<file path="config.mk">
export PLATFORM = sky130hd
export DESIGN_NAME = load_scoreboard
export DESIGN_NICKNAME = d
export VERILOG_FILES = /design/src/rtl/load_scoreboard_pkg.sv /design/src/rtl/tag_fifo.sv /design/src/rtl/load_scoreboard.sv
export SDC_FILE = /design/constraint.sdc
export NUM_CORES = 1
export LEC_CHECK = 0
export CAP_MARGIN = 20
export CORE_MARGIN = 1
export CORE_UTILIZATION = 25
export CTS_BUF_LIST = sky130_fd_sc_hd__clkbuf_4 sky130_fd_sc_hd__clkbuf_8 sky130_fd_sc_hd__clkbuf_16
export CTS_CLUSTER_SIZE = 30
export DETAILED_ROUTE_END_ITERATION = 10
export GPL_ROUTABILITY_DRIVEN = 0
export GPL_TIMING_DRIVEN = 0
export PLACE_DENSITY = 0.5
export SKIP_CTS_REPAIR_TIMING = 1
export SLEW_MARGIN = 20
export SYNTH_ARGS = -nofsm -noshare
export SYNTH_HDL_FRONTEND = slang
export SYNTH_SLANG_ARGS = --single-unit
</file>
<file path="constraint.sdc">
create_clock -name clk -period 7.7 [get_ports clk]
set_clock_uncertainty 0.1 [all_clocks]
set_input_delay 2.31 -clock clk [delete_from_list [all_inputs] [get_ports clk]]
set_output_delay 2.31 -clock clk [all_outputs]
set_load 0.02 [all_outputs]
</file>
<file path="src/rtl/load_scoreboard_pkg.sv">
// -----------------------------------------------------------------------------
// load_scoreboard_pkg
//   Shared constants and types for the load scoreboard and its tag FIFO.
//   REG_W         : width of a register index
//   NUM_REGS      : number of architectural registers tracked
//   DEFAULT_DEPTH : default number of outstanding loads
//   reg_idx_t     : register index type
// -----------------------------------------------------------------------------
package load_scoreboard_pkg;

   localparam int unsigned REG_W         = 5;
   localparam int unsigned NUM_REGS      = 32;
   localparam int unsigned DEFAULT_DEPTH = 4;

   typedef logic [REG_W-1:0] reg_idx_t;

endpackage : load_scoreboard_pkg

</file>
<file path="src/rtl/tag_fifo.sv">
// -----------------------------------------------------------------------------
// tag_fifo
//   In-order FIFO of destination-register tags for outstanding loads.
//   Pointers carry one extra wrap bit so full and empty are distinguishable.
//   Ports:
//     clk, rst  : rising-edge clock, async active-high reset (clears pointers)
//     push      : write push_tag at the tail (caller guarantees room or pop)
//     push_tag  : tag to write
//     pop       : retire the head entry (caller guarantees not empty)
//     full      : DEPTH entries held
//     empty     : no entries held
//     head      : tag at the head (undefined content when empty)
// -----------------------------------------------------------------------------
module tag_fifo
   import load_scoreboard_pkg::*;
#(
   parameter int unsigned DEPTH = DEFAULT_DEPTH
) (
   input  logic     clk,
   input  logic     rst,
   input  logic     push,
   input  reg_idx_t push_tag,
   input  logic     pop,
   output logic     full,
   output logic     empty,
   output reg_idx_t head
);

   localparam int unsigned AW = $clog2(DEPTH);
   localparam int unsigned PW = AW + 1;

   logic [PW-1:0] r_wr_ptr;
   logic [PW-1:0] r_rd_ptr;
   reg_idx_t      r_mem [DEPTH];
   logic [AW-1:0] w_wr_idx;
   logic [AW-1:0] w_rd_idx;

   assign w_wr_idx = r_wr_ptr[AW-1:0];
   assign w_rd_idx = r_rd_ptr[AW-1:0];

   assign empty = (r_wr_ptr == r_rd_ptr);
   assign full  = (w_wr_idx == w_rd_idx) && (r_wr_ptr[AW] != r_rd_ptr[AW]);
   assign head  = r_mem[w_rd_idx];

   always_ff @(posedge clk or posedge rst) begin
      if (rst) begin
         r_wr_ptr <= '0;
         r_rd_ptr <= '0;
      end else begin
         if (push) r_wr_ptr <= r_wr_ptr + PW'(1);
         if (pop)  r_rd_ptr <= r_rd_ptr + PW'(1);
      end
   end

   // Push while full with a pop writes into the slot being retired this
   // same edge; the head was already consumed combinationally.
   always_ff @(posedge clk) begin
      if (push) r_mem[w_wr_idx] <= push_tag;
   end

endmodule : tag_fifo

</file>
<file path="src/rtl/load_scoreboard.sv">
// -----------------------------------------------------------------------------
// load_scoreboard
//   Tracks outstanding loads (returned in issue order) and stalls the front
//   end when an ID-stage source register still awaits load data, or when the
//   tracker is full.
//   Ports:
//     clk, rst          : rising-edge clock, async active-high reset
//     iss_valid, iss_rd : load issued this cycle and its destination register
//     ID_RegRs/Rt       : ID-stage source registers
//     ID_UseRs/Rt       : ID-stage instruction reads Rs / Rt
//     resp_valid        : oldest outstanding load returns this cycle
//     resp_rd           : destination of oldest outstanding load (0 if none)
//     stall             : freeze PC/IF/ID
//     full, empty       : tracker occupancy
//     pending           : bit n set while register n awaits a load
//     err               : sticky protocol violation (overflow / underflow)
// -----------------------------------------------------------------------------
module load_scoreboard
   import load_scoreboard_pkg::*;
#(
   parameter int unsigned DEPTH = DEFAULT_DEPTH
) (
   input  logic                clk,
   input  logic                rst,
   input  logic                iss_valid,
   input  reg_idx_t            iss_rd,
   input  reg_idx_t            ID_RegRs,
   input  reg_idx_t            ID_RegRt,
   input  logic                ID_UseRs,
   input  logic                ID_UseRt,
   input  logic                resp_valid,
   output reg_idx_t            resp_rd,
   output logic                stall,
   output logic                full,
   output logic                empty,
   output logic [NUM_REGS-1:0] pending,
   output logic                err
);

   localparam int unsigned CW = $clog2(DEPTH + 1);
   typedef logic [CW-1:0] cnt_t;

   logic                w_full;
   logic                w_empty;
   reg_idx_t            w_head;
   logic                w_push;
   logic                w_pop;
   logic                w_err_set;
   cnt_t                r_count [NUM_REGS];
   cnt_t                w_count_nxt [NUM_REGS];
   logic [NUM_REGS-1:0] w_pending_nxt;
   logic [NUM_REGS-1:0] r_pending;
   logic                r_err;
   logic                w_rs_hz;
   logic                w_rt_hz;
   logic                w_bypass_hz;
   logic                w_full_hz;

   // A full tracker still accepts an issue when the head retires that cycle.
   assign w_push    = iss_valid && (!w_full || resp_valid);
   assign w_pop     = resp_valid && !w_empty;
   assign w_err_set = (iss_valid && w_full && !resp_valid) ||
                      (resp_valid && w_empty);

   tag_fifo #(
      .DEPTH (DEPTH)
   ) u_tag_fifo (
      .clk      (clk),
      .rst      (rst),
      .push     (w_push),
      .push_tag (iss_rd),
      .pop      (w_pop),
      .full     (w_full),
      .empty    (w_empty),
      .head     (w_head)
   );

   // Register 0 never counts; a matching issue and retire cancel out.
   always_comb begin
      for (int unsigned n = 0; n < NUM_REGS; n++) begin
         w_count_nxt[n] = r_count[n];
         if (n != 0) begin
            if (w_push && (iss_rd == reg_idx_t'(n)))
               w_count_nxt[n] = w_count_nxt[n] + cnt_t'(1);
            if (w_pop && (w_head == reg_idx_t'(n)))
               w_count_nxt[n] = w_count_nxt[n] - cnt_t'(1);
         end
         w_pending_nxt[n] = (w_count_nxt[n] != '0);
      end
   end

   always_ff @(posedge clk or posedge rst) begin
      if (rst) begin
         for (int unsigned n = 0; n < NUM_REGS; n++) r_count[n] <= '0;
         r_pending <= '0;
         r_err     <= 1'b0;
      end else begin
         for (int unsigned n = 0; n < NUM_REGS; n++) r_count[n] <= w_count_nxt[n];
         r_pending <= w_pending_nxt;
         if (w_err_set) r_err <= 1'b1;
      end
   end

   // The bypass term covers a load issuing in the same cycle its destination
   // is read in ID, before pending can show it.
   always_comb begin
      w_rs_hz     = ID_UseRs && (ID_RegRs != '0) && r_pending[ID_RegRs];
      w_rt_hz     = ID_UseRt && (ID_RegRt != '0) && r_pending[ID_RegRt];
      w_bypass_hz = iss_valid && (iss_rd != '0) &&
                    ((ID_UseRs && (iss_rd == ID_RegRs)) ||
                     (ID_UseRt && (iss_rd == ID_RegRt)));
      w_full_hz   = w_full && !resp_valid;
   end

   assign stall   = w_rs_hz || w_rt_hz || w_bypass_hz || w_full_hz;
   assign resp_rd = w_empty ? '0 : w_head;
   assign full    = w_full;
   assign empty   = w_empty;
   assign pending = r_pending;
   assign err     = r_err;

endmodule : load_scoreboard

</file>
# ---- Yosys cells after proc, flatten, opt, wreduce, memory -nomap -nowiden
# Memories as Yosys holds them, arrays and structs flattened.
# Cells that the tools add are included.
dict set report op_classes {
  div_mod_pow 0
  n_mul 0
  order_cmp 2
  mux 69
  n_addsub 64
  n_shift 0
  n_reduce_logical 120
  n_eq_ne 67
  n_bitwise 0
}
# cell count
set op_table {}
lappend op_table {{$mux 3} 62}
lappend op_table {{$eq 5x5->1 const B} 32}
lappend op_table {{$add 3x1->3 const B} 33}
lappend op_table {{$reduce_bool 3->1} 31}
lappend op_table {{$sub 3x1->3 const B} 31}
lappend op_table {{$eq 5x4->1 const B} 16}
lappend op_table {{$logic_and 1x1->1} 77}
lappend op_table {{$eq 5x3->1 const B} 8}
lappend op_table {{$eq 5x2->1 const B} 4}
lappend op_table {{$reduce_bool 5->1} 3}
lappend op_table {{$lt 5x6->1 const B} 2}
lappend op_table {{$bmux 1 s5} 2}
lappend op_table {{$eq 5x1->1 const B} 2}
lappend op_table {{$eq 5x5->1} 2}
lappend op_table {{$logic_or 1x1->1} 6}
lappend op_table {{$mux 5} 1}
lappend op_table {{$mux 1} 4}
lappend op_table {{$eq 3x3->1} 1}
lappend op_table {{$logic_not 1->1} 3}
lappend op_table {{$eq 2x2->1} 1}
lappend op_table {{$ne 1x1->1} 1}
dict set report totals {
  latchBits 0
  mem_count 1
  mem_bits_rw 20
  input_bits 21
  romBits 0
  ff_bits 132
  output_inout_bits 41
  elab_cells 358
}
# memory depth word_bits read_ports rd_ports_with_merged_regs wr line_no
set mem_list {}
lappend mem_list {u_tag_fifo.r_mem 4 5 1 0 1 tag_fifo.sv:34} ;# reg_idx_t r_mem [DEPTH];

# ---- Longest topological paths before layout
dict set report logic_depth {
  depth_word 10
  depth_mapped 10
}

# ---- By module
# From an unflattened synthesis, not the netlist that was laid out.
dict set report unflattened {
  cells_unflattened 815
  area_unflattened_um2 9116.2
}
# module cells_each area_per_inst_um2 seq_area_each_um2 n_inst
set modules_own_cells {}
lappend modules_own_cells {load_scoreboard 757 8040.2 3128.0 1}
lappend modules_own_cells {tag_fifo 58 1076.0 750.7 1}

# ---- Least setup slack after synthesis
# No wires, ideal clock.
dict set report synth_path {
  path_kind {input to output}
  from {in ID_RegRt[0]}
  to {out stall}
  n_path_buf 1
  arrival_ps 4284
  slack_ps 1006
  required_time_ps 5290
  path_stages 6
  cell_sequence {clkbuf_1 > mux4_2 > mux2_2 > a311o_1 > o311ai_0 > nand4b_1}
}
dict set report synth_via {
  elab_chain_cells 6
  elab_cells_between_ends 12
  cone_classes {1 x eq/ne; 2 x mux; 9 x reduce/logical}
}
# element line_no
set synth_lines {}
lappend synth_lines {{start: declaration} load_scoreboard.sv:28} ;# input reg_idx_t ID_RegRt,
lappend synth_lines {{$bmux 1 s5, or another cell as far along} load_scoreboard.sv:108} ;# w_rt_hz = ID_UseRt && (ID_RegRt != '0) && r_pending[ID_RegRt];
lappend synth_lines {{$mux 1 (implied by the code), or another cell as far along} load_scoreboard.sv:108}
lappend synth_lines {{$logic_and 1x1->1 / $logic_or 1x1->1 (equally long branches)} {load_scoreboard.sv:108, load_scoreboard.sv:110}}
lappend synth_lines {{$logic_or 1x1->1 / $logic_and 1x1->1 (equally long branches)} {load_scoreboard.sv:115, load_scoreboard.sv:109}}
lappend synth_lines {{$logic_or 1x1->1 (*) (2 in a row)} load_scoreboard.sv:115} ;# assign stall = w_rs_hz || w_rt_hz || w_bypass_hz || w_full_hz;
lappend synth_lines {{end: declaration} load_scoreboard.sv:33} ;# output logic stall,
# Mark *: on every way between the ends. The rest lies on a longest branch, timed or not. The select of a mux whose other input is x is not followed.

# ---- Worst setup path in the final report
dict set report layout_path {
  from {in iss_rd[1]}
  to {out stall}
}
dict set report layout_via {
  elab_chain_cells 6
  elab_cells_between_ends 10
  cone_classes {2 x eq/ne; 8 x reduce/logical}
}
# element line_no
set layout_lines {}
lappend layout_lines {{start: declaration} load_scoreboard.sv:26} ;# input reg_idx_t iss_rd,
lappend layout_lines {{$eq 5x5->1 (on tied branches)} {load_scoreboard.sv:110, load_scoreboard.sv:111}}
lappend layout_lines {{$logic_and 1x1->1 (on tied branches)} {load_scoreboard.sv:110, load_scoreboard.sv:111}}
lappend layout_lines {{$logic_or 1x1->1} load_scoreboard.sv:110} ;# ((ID_UseRs && (iss_rd == ID_RegRs)) ||
lappend layout_lines {{$logic_and 1x1->1 (*)} load_scoreboard.sv:109} ;# w_bypass_hz = iss_valid && (iss_rd != '0) &&
lappend layout_lines {{$logic_or 1x1->1 (*) (2 in a row)} load_scoreboard.sv:115}
# Mark *: on every way between the ends. The rest lies on a longest branch, timed or not.

==> impl_results.md <==
- Endpoints failing hold: 0
- DP Wirelength: 19670 um
- Post-synth top area share: 0.3413
- Fin Setup TNS: 0 ns
- Avg Synthesized Cell Area: 11.31 um2
- Row count: 71
- R2R setup slack: 4.19 ns
- Tot GR Track Use: 0.1419
- Top post-synthesis cells by area: dfrtp_1 34%, xnor2_1 9.8%, ha_1 8.7%
- Worst hold path endpoint: u_tag_fifo.r_wr_ptr[2]
- Yosys cell types: 67
- Combinational share of power: 0.509
- H-tree levels: 4
- Fin crit period: 7.433 ns
- Top cell by count, worst path: clkdlybuf4s50_1
- Final worst path period share: 0.9654
- Critical path class: input pin to output pin
- Delay of the slowest critical-path stage: 0.64 ns
- Vias in the first global route: 6876
- Hold Path Stages: 1
- Worst-path maximum fanout: 10
- Worst r2r path cells: 8
- Worst-case clock buffer depth: 2
- Die H: 198 um
- Sequential group share of total power: 0.301
- Psw: 2.043 mW
- Synth Instances: 849
- Initial antenna violation count: 1
- First-pass detailed-route iteration total: 5
- Unrepaired setup endpoints after global routing: no
- Nets: 1014
- Layout area overhead: 19.92%
- Min-delay worst type: register to register
- Sequential-to-total area share from yosys stat: 0.4039
- F_max: 134.5 MHz
- Synth warn: 0
- Crit-path cells: clkdlybuf4s50_1 -> clkbuf_1 -> xor2_1 -> nor4_1 -> and3_1 -> a31oi_1 -> o21ai_0 -> nand4b_1 -> clkdlybuf4s50_1
- R2r endpoint: pending[26]
- Setup crit end kind: output pin
- Post-route insts no fill: 1451
- Hold path start: u_tag_fifo.r_wr_ptr[2]
- Ys async rst share: 0.8675
- Wire length of the first global-routing pass: 40700 um
- Arrival @ worst endpoint: 5.02 ns
- Cell Area, Synth: 9604 um2
- WL per Instance: 18.42 um
- Power per cell area: 417.4 nW/um2
- MaxCap Viol Count: 0
- Register bit total from synthesis: 151
- Run status: completed
- Drt drc: 0
- Core area: 37760 um2
- Total Power: 4.808 mW
- Top-count cell post-synth: dfrtp_1
- Post-DRT Antenna Nets: 0
- Placed cell count: 1418
- GR Overflow Total: 0
- Starting density of the core: 0.2544
- CTS root buf: clkbuf_16
- Top FF cell, synth: dfrtp_1
- Final Core Density: 0.3051
- Routed WL: 26730 um
- Largest net degree at the start of global routing: 75
- IO Pins: 62
- Die area: 39200 um2
- Drt initial violations: 339
- Startpoint of the worst register-to-register path: u_tag_fifo.r_rd_ptr[2]
- Switch share: 0.4249
- Clock share of power: 0.190
- Worst-margin pin slew: 1.047 ns
- WP data required: 5.29 ns
- Fillers: 3881
- Slowest stage cell, crit path: clkdlybuf4s50_1
- Final setup vio count: 0
- Post-synth top cells: 131 x dfrtp_1, 107 x xnor2_1, 70 x nand2_1
- Clock sink count: 151
- Num CTS Buffers: 17
- P_leak: 4.203 nW
- CTS tree: yes
- Skew-Pair Late Insertion Delay: 0.44 ns
- Maximum VDD drop: 0.2044 mV
- Int Power: 2.765 mW
- Syn Nets: 937
- Clk pin slew, worst setup/hold paths: 0.06 ns
- Vias/cell: 4.716
- Slew Viols, Final: 0
- # port buffers: 55
- Startpoint Class: input pin
- Cell taking the most area after synthesis: dfrtp_1
- Layout cells sized above 1: 0.1076
- Post-synth EDFFs: 20
- Slew headroom: 0.2908
- Via count: 6843
- Chip Width: 198 um
cells in the final DEF, fill, tap and decap left out, drive strengths merged, types with 6 or more instances in the layout:
cell,count
mux2i,61
nand3b,8
or3,6
nand2,71
o31a,17
nand4b,17
a21oi,7
nor4,13
xnor2,107
and3,16
nor3,12
clkdlybuf4s50,55
clkbuf,31
ha,67
mux4,19
xor2,56
buf,11
nor2b,14
nand3,34
nand2b,7
inv,15
a21o,7
nor2,58
edfxtp,20
dfrtp,131
a21boi,10
sequential cells by signal, summed over array words and instances, names as in the netlist:
register and cells:
err 1, pending 31, r_count 93, u_tag_fifo.r_mem 20, u_tag_fifo.r_rd_ptr 3, u_tag_fifo.r_wr_ptr 3
final cells by class:
type | count | area, um2 | area share
clock inverter | 12 | 165.2 | 0.01434
timing repair buffer | 58 | 600.6 | 0.05215
tap | 511 | 639.4 | 0.05551
clock buffer | 20 | 465.4 | 0.04041
multi-input combinational | 667 | 5623 | 0.4882
inverter | 12 | 52.55 | 0.004563
antenna | 1 | 2.502 | 0.0002173
buffer | 19 | 90.09 | 0.007822
sequential | 151 | 3879 | 0.3368
worst max-delay path by stage:
stage | start | end | slack [ns]
after floorplan | ID_RegRt[0] | stall | 1.01
after global placement | rst | r_count[68] | -0.61
after detailed placement | ID_RegRt[0] | stall | 0.02
after global routing | iss_rd[1] | stall | 0.06
after CTS | ID_RegRt[0] | stall | 0.005
final | iss_rd[1] | stall | 0.27
cell families (layout without fill, tap and decap cells):
family | count (synthesis) | count (layout) | share of synthesized area
and+or+nand+nor | 279 | 279 | 0.1644
xor gates and xnor gates | 163 | 163 | 0.1526
DFF | 151 | 151 | 0.4039
muxes | 85 | 85 | 0.1140
AOI/OAI and AO/OA | 72 | 72 | 0.06371
adders and majority gates | 67 | 67 | 0.08728
buffers and inverters | 31 | 121 | 0.01381
other | 1 | 2 | 0.0003905
power groups by stage:
stage | logic (mW) | registers (mW) | clock network (mW)
finish | 2.45 | 1.45 | 0.914
global placement | 2.37 | 1.46 | 0
CTS | 2.46 | 1.45 | 0.941
detailed placement | 2.43 | 1.47 | 0
floorplan | 1.65 | 1.45 | 0
global route | 2.69 | 1.49 | 0.969
layer usage:
layer	track usage	share of wire
met5	0	0
met4	0.05312	0.027
met3	0.02282	0.038
met2	0.2178	0.45
met1	0.1993	0.49
critical path: cells and delay by family:
family	cells	cell delay, ns
compound gates	2	0.24
buf+inv	3	1.76
xor+xnor	1	0.13
simple gates	3	0.58
stage by stage:
| stage | hold slack, ns | cell area, um2 | setup slack [ns] |
|---|---|---|---|
| floorplan | 0.3977 | 9604 | 1.006 |
| global placement | 0.4073 | 10790 | -0.6116 |
| detailed placement | 0.4199 | 10880 | 0.02202 |
| CTS | 0.4319 | 11510 | 0.004835 |
| global route | 0.4570 | 11520 | 0.05761 |
| finish | 0.4330 | 11520 | 0.2667 |
No activity file was read; power rests on OpenSTA's default activity.
